==> src/rtl/ifetch_pkg.sv <==
// ifetch_pkg: shared constants and encodings for the instruction-fetch stage.
package ifetch_pkg;
  localparam logic [31:0] RESET_PC_DEF = 32'h0000_3000;
  localparam logic [31:0] NOP = 32'h0;
  typedef enum logic [1:0] {NPC_SEQ = 2'd0, NPC_J = 2'd1, NPC_JR = 2'd2} npc_sel_e;
  typedef enum logic [1:0] {BOOT, FETCH, HOLD} if_state_e;
endpackage

==> src/rtl/ifetch_npc.sv <==
// ifetch_npc: control-transfer target calculator and redirect decision from decode.
module ifetch_npc
  import ifetch_pkg::*;
(
  input  logic [1:0]  d_npc_sel_i,
  input  logic        d_pc_mux_sel_i,
  input  logic        d_taken_i,
  input  logic [15:0] d_imm16_i,
  input  logic [25:0] d_index_i,
  input  logic [31:0] d_jr_tgt_i,
  input  logic [31:0] d_pc4_i,
  input  logic        if_id_valid_i,
  input  logic        stall_i,
  output logic [31:0] target_o,
  output logic        redirect_o
);
  assign target_o = d_npc_sel_i == NPC_J  ? {d_pc4_i[31:28], d_index_i, 2'b00} :
                    d_npc_sel_i == NPC_JR ? (d_jr_tgt_i & ~32'd3) :
                    d_pc4_i + {{14{d_imm16_i[15]}}, d_imm16_i, 2'b00};
  // A not-taken branch falls through sequentially and is not a redirect
  assign redirect_o = d_pc_mux_sel_i & if_id_valid_i & ~stall_i &
                      ((d_npc_sel_i != NPC_SEQ) | d_taken_i);
endmodule

==> src/rtl/ifetch_unit.sv <==
// ifetch_unit: PC owner, variable-latency instruction fetch and IF/ID register,
// with single-delay-slot redirection from decode.
module ifetch_unit
  import ifetch_pkg::*;
#(
  parameter logic [31:0] RESET_PC  = RESET_PC_DEF,
  parameter int          IM_ADDR_W = 10
) (
  input  logic                 clk,
  input  logic                 rst_n,
  output logic                 im_req,
  output logic [IM_ADDR_W-1:0] im_addr,
  input  logic                 im_ready,
  input  logic [31:0]          im_rdata,
  input  logic                 stall,
  input  logic [1:0]           d_npc_sel,
  input  logic                 d_pc_mux_sel,
  input  logic                 d_taken,
  input  logic [15:0]          d_imm16,
  input  logic [25:0]          d_index,
  input  logic [31:0]          d_jr_tgt,
  input  logic [31:0]          d_pc4,
  output logic [31:0]          if_id_instr,
  output logic [31:0]          if_id_pc4,
  output logic                 if_id_valid,
  output logic [31:0]          pc_out
);
  if_state_e   state_q, state_d;
  logic [31:0] pc_q, pc_d, buf_q, buf_d, tgt_q, tgt_d, instr_q, instr_d, pc4_q, pc4_d;
  logic        pend_q, pend_d, valid_q, valid_d;
  logic [31:0] target, pc_plus4, next_pc;
  logic        redirect, redirect_eff, load, capture;

  ifetch_npc u_npc (
    .d_npc_sel_i    (d_npc_sel),
    .d_pc_mux_sel_i (d_pc_mux_sel),
    .d_taken_i      (d_taken),
    .d_imm16_i      (d_imm16),
    .d_index_i      (d_index),
    .d_jr_tgt_i     (d_jr_tgt),
    .d_pc4_i        (d_pc4),
    .if_id_valid_i  (valid_q),
    .stall_i        (stall),
    .target_o       (target),
    .redirect_o     (redirect)
  );

  assign im_req       = state_q == FETCH;
  assign im_addr      = IM_ADDR_W'((pc_q - RESET_PC) >> 2);
  assign pc_plus4     = pc_q + 32'd4;
  assign redirect_eff = redirect & ~pend_q;
  assign capture      = (state_q == FETCH) & im_ready & stall;
  assign load         = ~stall & (((state_q == FETCH) & im_ready) | (state_q == HOLD));
  assign next_pc      = (redirect_eff & load) ? target : pend_q ? tgt_q : pc_plus4;
  assign if_id_instr  = instr_q;
  assign if_id_pc4    = pc4_q;
  assign if_id_valid  = valid_q;
  assign pc_out       = pc_q;

  always_comb begin
    state_d = state_q;
    pc_d    = pc_q;
    instr_d = instr_q;
    pc4_d   = pc4_q;
    valid_d = valid_q;
    state_d = state_q == BOOT ? FETCH : capture ? HOLD : (state_q == HOLD && !stall) ? FETCH : state_q;
    buf_d   = capture ? im_rdata : buf_q;
    // A redirect seen while the delay-slot fetch is outstanding waits for that load
    pend_d  = load ? 1'b0 : (redirect_eff | pend_q);
    tgt_d   = (redirect_eff & ~load) ? target : tgt_q;
    if (load) begin
      instr_d = state_q == HOLD ? buf_q : im_rdata;
      pc4_d   = pc_plus4;
      valid_d = 1'b1;
      pc_d    = next_pc;
    end else if (state_q == FETCH && !stall) begin
      instr_d = NOP;
      pc4_d   = 32'd0;
      valid_d = 1'b0;
    end
  end

  always_ff @(posedge clk or negedge rst_n) begin
    if (!rst_n) begin
      state_q <= BOOT;
      pc_q    <= RESET_PC;
      buf_q   <= 32'd0;
      tgt_q   <= 32'd0;
      pend_q  <= 1'b0;
      instr_q <= NOP;
      pc4_q   <= 32'd0;
      valid_q <= 1'b0;
    end else begin
      state_q <= state_d;
      pc_q    <= pc_d;
      buf_q   <= buf_d;
      tgt_q   <= tgt_d;
      pend_q  <= pend_d;
      instr_q <= instr_d;
      pc4_q   <= pc4_d;
      valid_q <= valid_d;
    end
  end
endmodule

==> config.mk <==
export PLATFORM = sky130hd
export DESIGN_NAME = ifetch_unit
export DESIGN_NICKNAME = d
export VERILOG_FILES = /design/src/rtl/ifetch_pkg.sv /design/src/rtl/ifetch_npc.sv /design/src/rtl/ifetch_unit.sv
export SDC_FILE = /design/constraint.sdc
export NUM_CORES = 1
export LEC_CHECK = 0
export ABC_AREA = 1
export BUFFER_PORTS_ARGS = -buffer_cell sky130_fd_sc_hd__buf_2
export CAP_MARGIN = 40
export CORE_MARGIN = 2
export CORE_UTILIZATION = 30
export DETAILED_ROUTE_END_ITERATION = 16
export GPL_TIMING_DRIVEN = 0
export PLACE_DENSITY_LB_ADDON = 0.15
export SETUP_SLACK_MARGIN = 0.4
export SLEW_MARGIN = 0
export SYNTH_ARGS = -nofsm -noshare
export SYNTH_HDL_FRONTEND = slang
export SYNTH_SLANG_ARGS = --single-unit
==> constraint.sdc <==
create_clock -name clk -period 2.1 [get_ports clk]
set_input_delay 0.42 -clock clk [delete_from_list [all_inputs] [get_ports clk]]
set_output_delay 0.42 -clock clk [all_outputs]
set_load 0.01 [all_outputs]
==> results by group <==
Yosys
  – Post-Syn Instances: 1456
  – Adder-Cell Fraction of Synth Area: 3.88%
  – Post-synth EDFFs: 0
  – Synth async-reset ratio: 100%
  – Syn Nets: 1633
  – Mux share of post-synthesis cell area: 0%
  – Largest family of logic cells by synthesized area: simple AND/OR/NAND/NOR gates
  – Mean post-synth cell area: 7.00 um^2
  – Sequential share of the synthesized area: 40.3%
  – Synth Area in Compound Gates: 15.4%
  – Area share of the largest cell type after synthesis: 39.8%
  – Xor and xnor fraction of the mapped netlist area: 2.41%
  – Syn Std Cell Area: 10200 um^2
  – Yosys warns: 0
  – Most common cell in the synthesized netlist: nand2_1
  – Synth cell types: 44
  – Synth Flop Type: dfrtp_1
  – Most frequent cells after synthesis: nand2_1, o21ai_0, dfrtp_1
  – Synth top area cells: dfrtp_1, nand2_1, o21ai_0, inv_1, nor2_1
  – Yosys reg bits: 164
  – Area leader, netlist: dfrtp_1
  – Simple-Gate Fraction of Synth Area: 29.6%

GRT
  – Initial antenna violation count: 2
  – First-pass GRT wire length: 57.4 mm
  – Largest net degree at the start of global routing: 109
  – Total track usage: 20.7%
  – Gr ovfl total: 0
  – Vias in the first global route: 10434

STA
  – Worst-margin pin slew: 661 ps
  – Final hold violations: 0
  – Setup_tns: 0 ps
  – Final worst setup slack: 113 ps
  – RSZ-0062 raised after global routing: true
  – Minimum clock period: 1990 ps
  – Final setup violation count: 0
  – Max-slew violation count: 0
  – Max_slew headroom: 55.9%
  – Fin Hold WS: 196 ps
  – Setup Skew: 10.6 ps
  – Fin crit share: 94.6%
  – FMAX: 503 MHz

Die
  – Die height: 188 um
  – Die Wd: 188 um
  – Row count: 67
  – Die ar.: 35500 um^2
  – Num ports: 254
  – Core area: 33500 um^2
  – Initial core utilization: 30.4%

Clocking
  – Clock Sinks: 164
  – CTS H-tree depth: 4
  – Root Buffer: clkbuf_16
  – CTS Buffer Depth: 2
  – CTS tree: done
  – Worst-path clk slew: 70 ps
  – CTS Buf Count: 17
  – Clk Latency, worst-skew pair: 440 ps

Detailed routing
  – ANT nets after route: 0
  – Initial DRC Count: 591
  – Final wirelength: 38.1 mm
  – DRT Pass-1 Iters: 5
  – DRC violations left: 0
  – Vias: 10938
  – Vias/cell: 4.78
  – Routed WL per cell: 16.7 um

Worst setup path
  – Buf/Inv on CP: 2
  – Most frequent CP cell: nand2_1
  – Crit path cell chain: inv_4 -> nor3_4 -> buf_4 -> nand2_1 -> nor2_4 -> nand2_2 -> nor2_4 -> xor2_2 -> nand2_1 -> nand2_1 -> o211ai_1
  – Crit path required time: 2410 ps
  – CP max stage delay: 600 ps
  – Critical-path maximum fanout: 4
  – Crit path kind: reg2reg
  – CP Data Arrival Time: 2300 ps
  – Cells on worst reg2reg path: 11
  – Kind of start point of the critical path: flip-flop
  – Crit path capture type: flip-flop
  – Crit path max-delay cell type: dfstp_2
  – Levels on crit path: 11
  – CP delay by family, top: simple AND/OR/NAND/NOR gates

Final layout
  – Final non-filler cell area: 15400 um^2
  – Final std cells w/o fill: 2288
  – Fin util: 45.8%
  – Nets: 2003
  – Layout cells sized above 1: 40.7%
  – P&R area growth vs syn: 50.8%

Pwr
  – P_leak: 7.77 nW
  – Pwr Density: 1070 nW/um^2
  – VDD IR max: 0.000723 V
  – Final total power: 16.5 mW

Worst hold path
  – Hold path cells: 2
  – Worst Hold Class: in2reg

Job
  – Maximum Capacitance Violations: 0

Place
  – IO Port Bufs: 251
  – HPWL Detailed: 28.5 mm
  – Pre-CTS WS: -632 ps
  – Global placer's final weighted congestion: 0.918
  – Placed cell area: 12500 um^2
  – DP Cell Count: 2156

Status
  – Outcome: finished clean
-- worst paths after layout --
check,slack [ps],startpoint,end
setup / recovery,110,pc_out[12],pc_out[23]
hold / removal,200,stall,state_q[0]
setup reg to reg,110,pc_out[12],pc_out[23]
hold reg to reg,480,if_id_pc4[4],if_id_pc4[4]
max in group asynchronous,680,rst_n,if_id_instr[23]
min in group asynchronous,520,rst_n,if_id_pc4[28]
-- metal layers --
layer  up-vias  track usage [%]  part of all wire, %
li1       5443                -                    -
met1      5111             28.6                   47
met2       320             33.6                   47
met3        62             2.66                  4.4
met4         2             6.43                  2.3
met5         -                0                0.031
-- layout by cell type (no fill, tap or decap), types with 5 or more instances in the layout --
| master | count |
|---|---|
| inv_6 | 6 |
| a21oi_4 | 7 |
| buf_2 | 251 |
| o21ai_0 | 132 |
| dfrtp_2 | 14 |
| nand3_4 | 6 |
| inv_1 | 126 |
| nor3_4 | 6 |
| nor3_2 | 9 |
| a22oi_1 | 9 |
| inv_2 | 15 |
| o21ai_1 | 24 |
| nor2_4 | 24 |
| dfrtp_1 | 148 |
| a21oi_2 | 16 |
| clkbuf_16 | 18 |
| nor2_2 | 16 |
| clkbuf_1 | 13 |
| xor2_2 | 8 |
| nand4_1 | 10 |
| a22o_1 | 8 |
| xor2_1 | 14 |
| a21oi_1 | 29 |
| o21ai_2 | 19 |
| o211ai_1 | 6 |
| buf_12 | 6 |
| nand2_4 | 19 |
| buf_6 | 28 |
| clkbuf_2 | 22 |
| nor2_1 | 107 |
| buf_4 | 86 |
| o21bai_4 | 5 |
| nand2_2 | 69 |
| nand3_1 | 34 |
| nand3_2 | 19 |
| nand2_1 | 406 |
| ha_4 | 29 |
-- layout make-up --
type / count / area, um^2
Fill cell: 3453 / 18200
Multi-Input combinational cell: 1081 / 6880
Sequential cell: 164 / 4120
Timing Repair Buffer: 351 / 2250
Tap cell: 448 / 561
Inverter: 144 / 552
Clock buffer: 17 / 425
Buffer: 67 / 419
Clock inverter: 15 / 160
Antenna cell: 1 / 2.50
-- timing repair --
action,4_1_cts,5_1_grt
gates cloned,1,2
hold buffers,1,0
hold endpoints to repair,54,0
endpoints found under the setup margin,127,149
pin swaps,49,125
gates resized for setup,189,240
setup buffers,49,46
-- report_power, final --
part	switching, mW	internal [mW]	leakage, nW
sequential	1.17	4.67	2.06
clock	1.45	1.69	0.280
combinational	4.30	3.23	5.43
-- sequential cells by signal (all words and copies together) (netlist names) --
name and cells:
pc_out 32, if_id_instr 32, pend_q 1, buf_q 32, if_id_pc4 32, state_q 2, if_id_valid 1, tgt_q 32
-- kinds of logic after synthesis --
kind of cell | after synthesis
AOI/OAI and AO/OA | 283
xor gates and xnor gates | 28
adders and majority gates | 31
buffers and inverters | 211
DFF | 164
and+or+nand+nor | 739
Power figures use the tool's default switching activity.
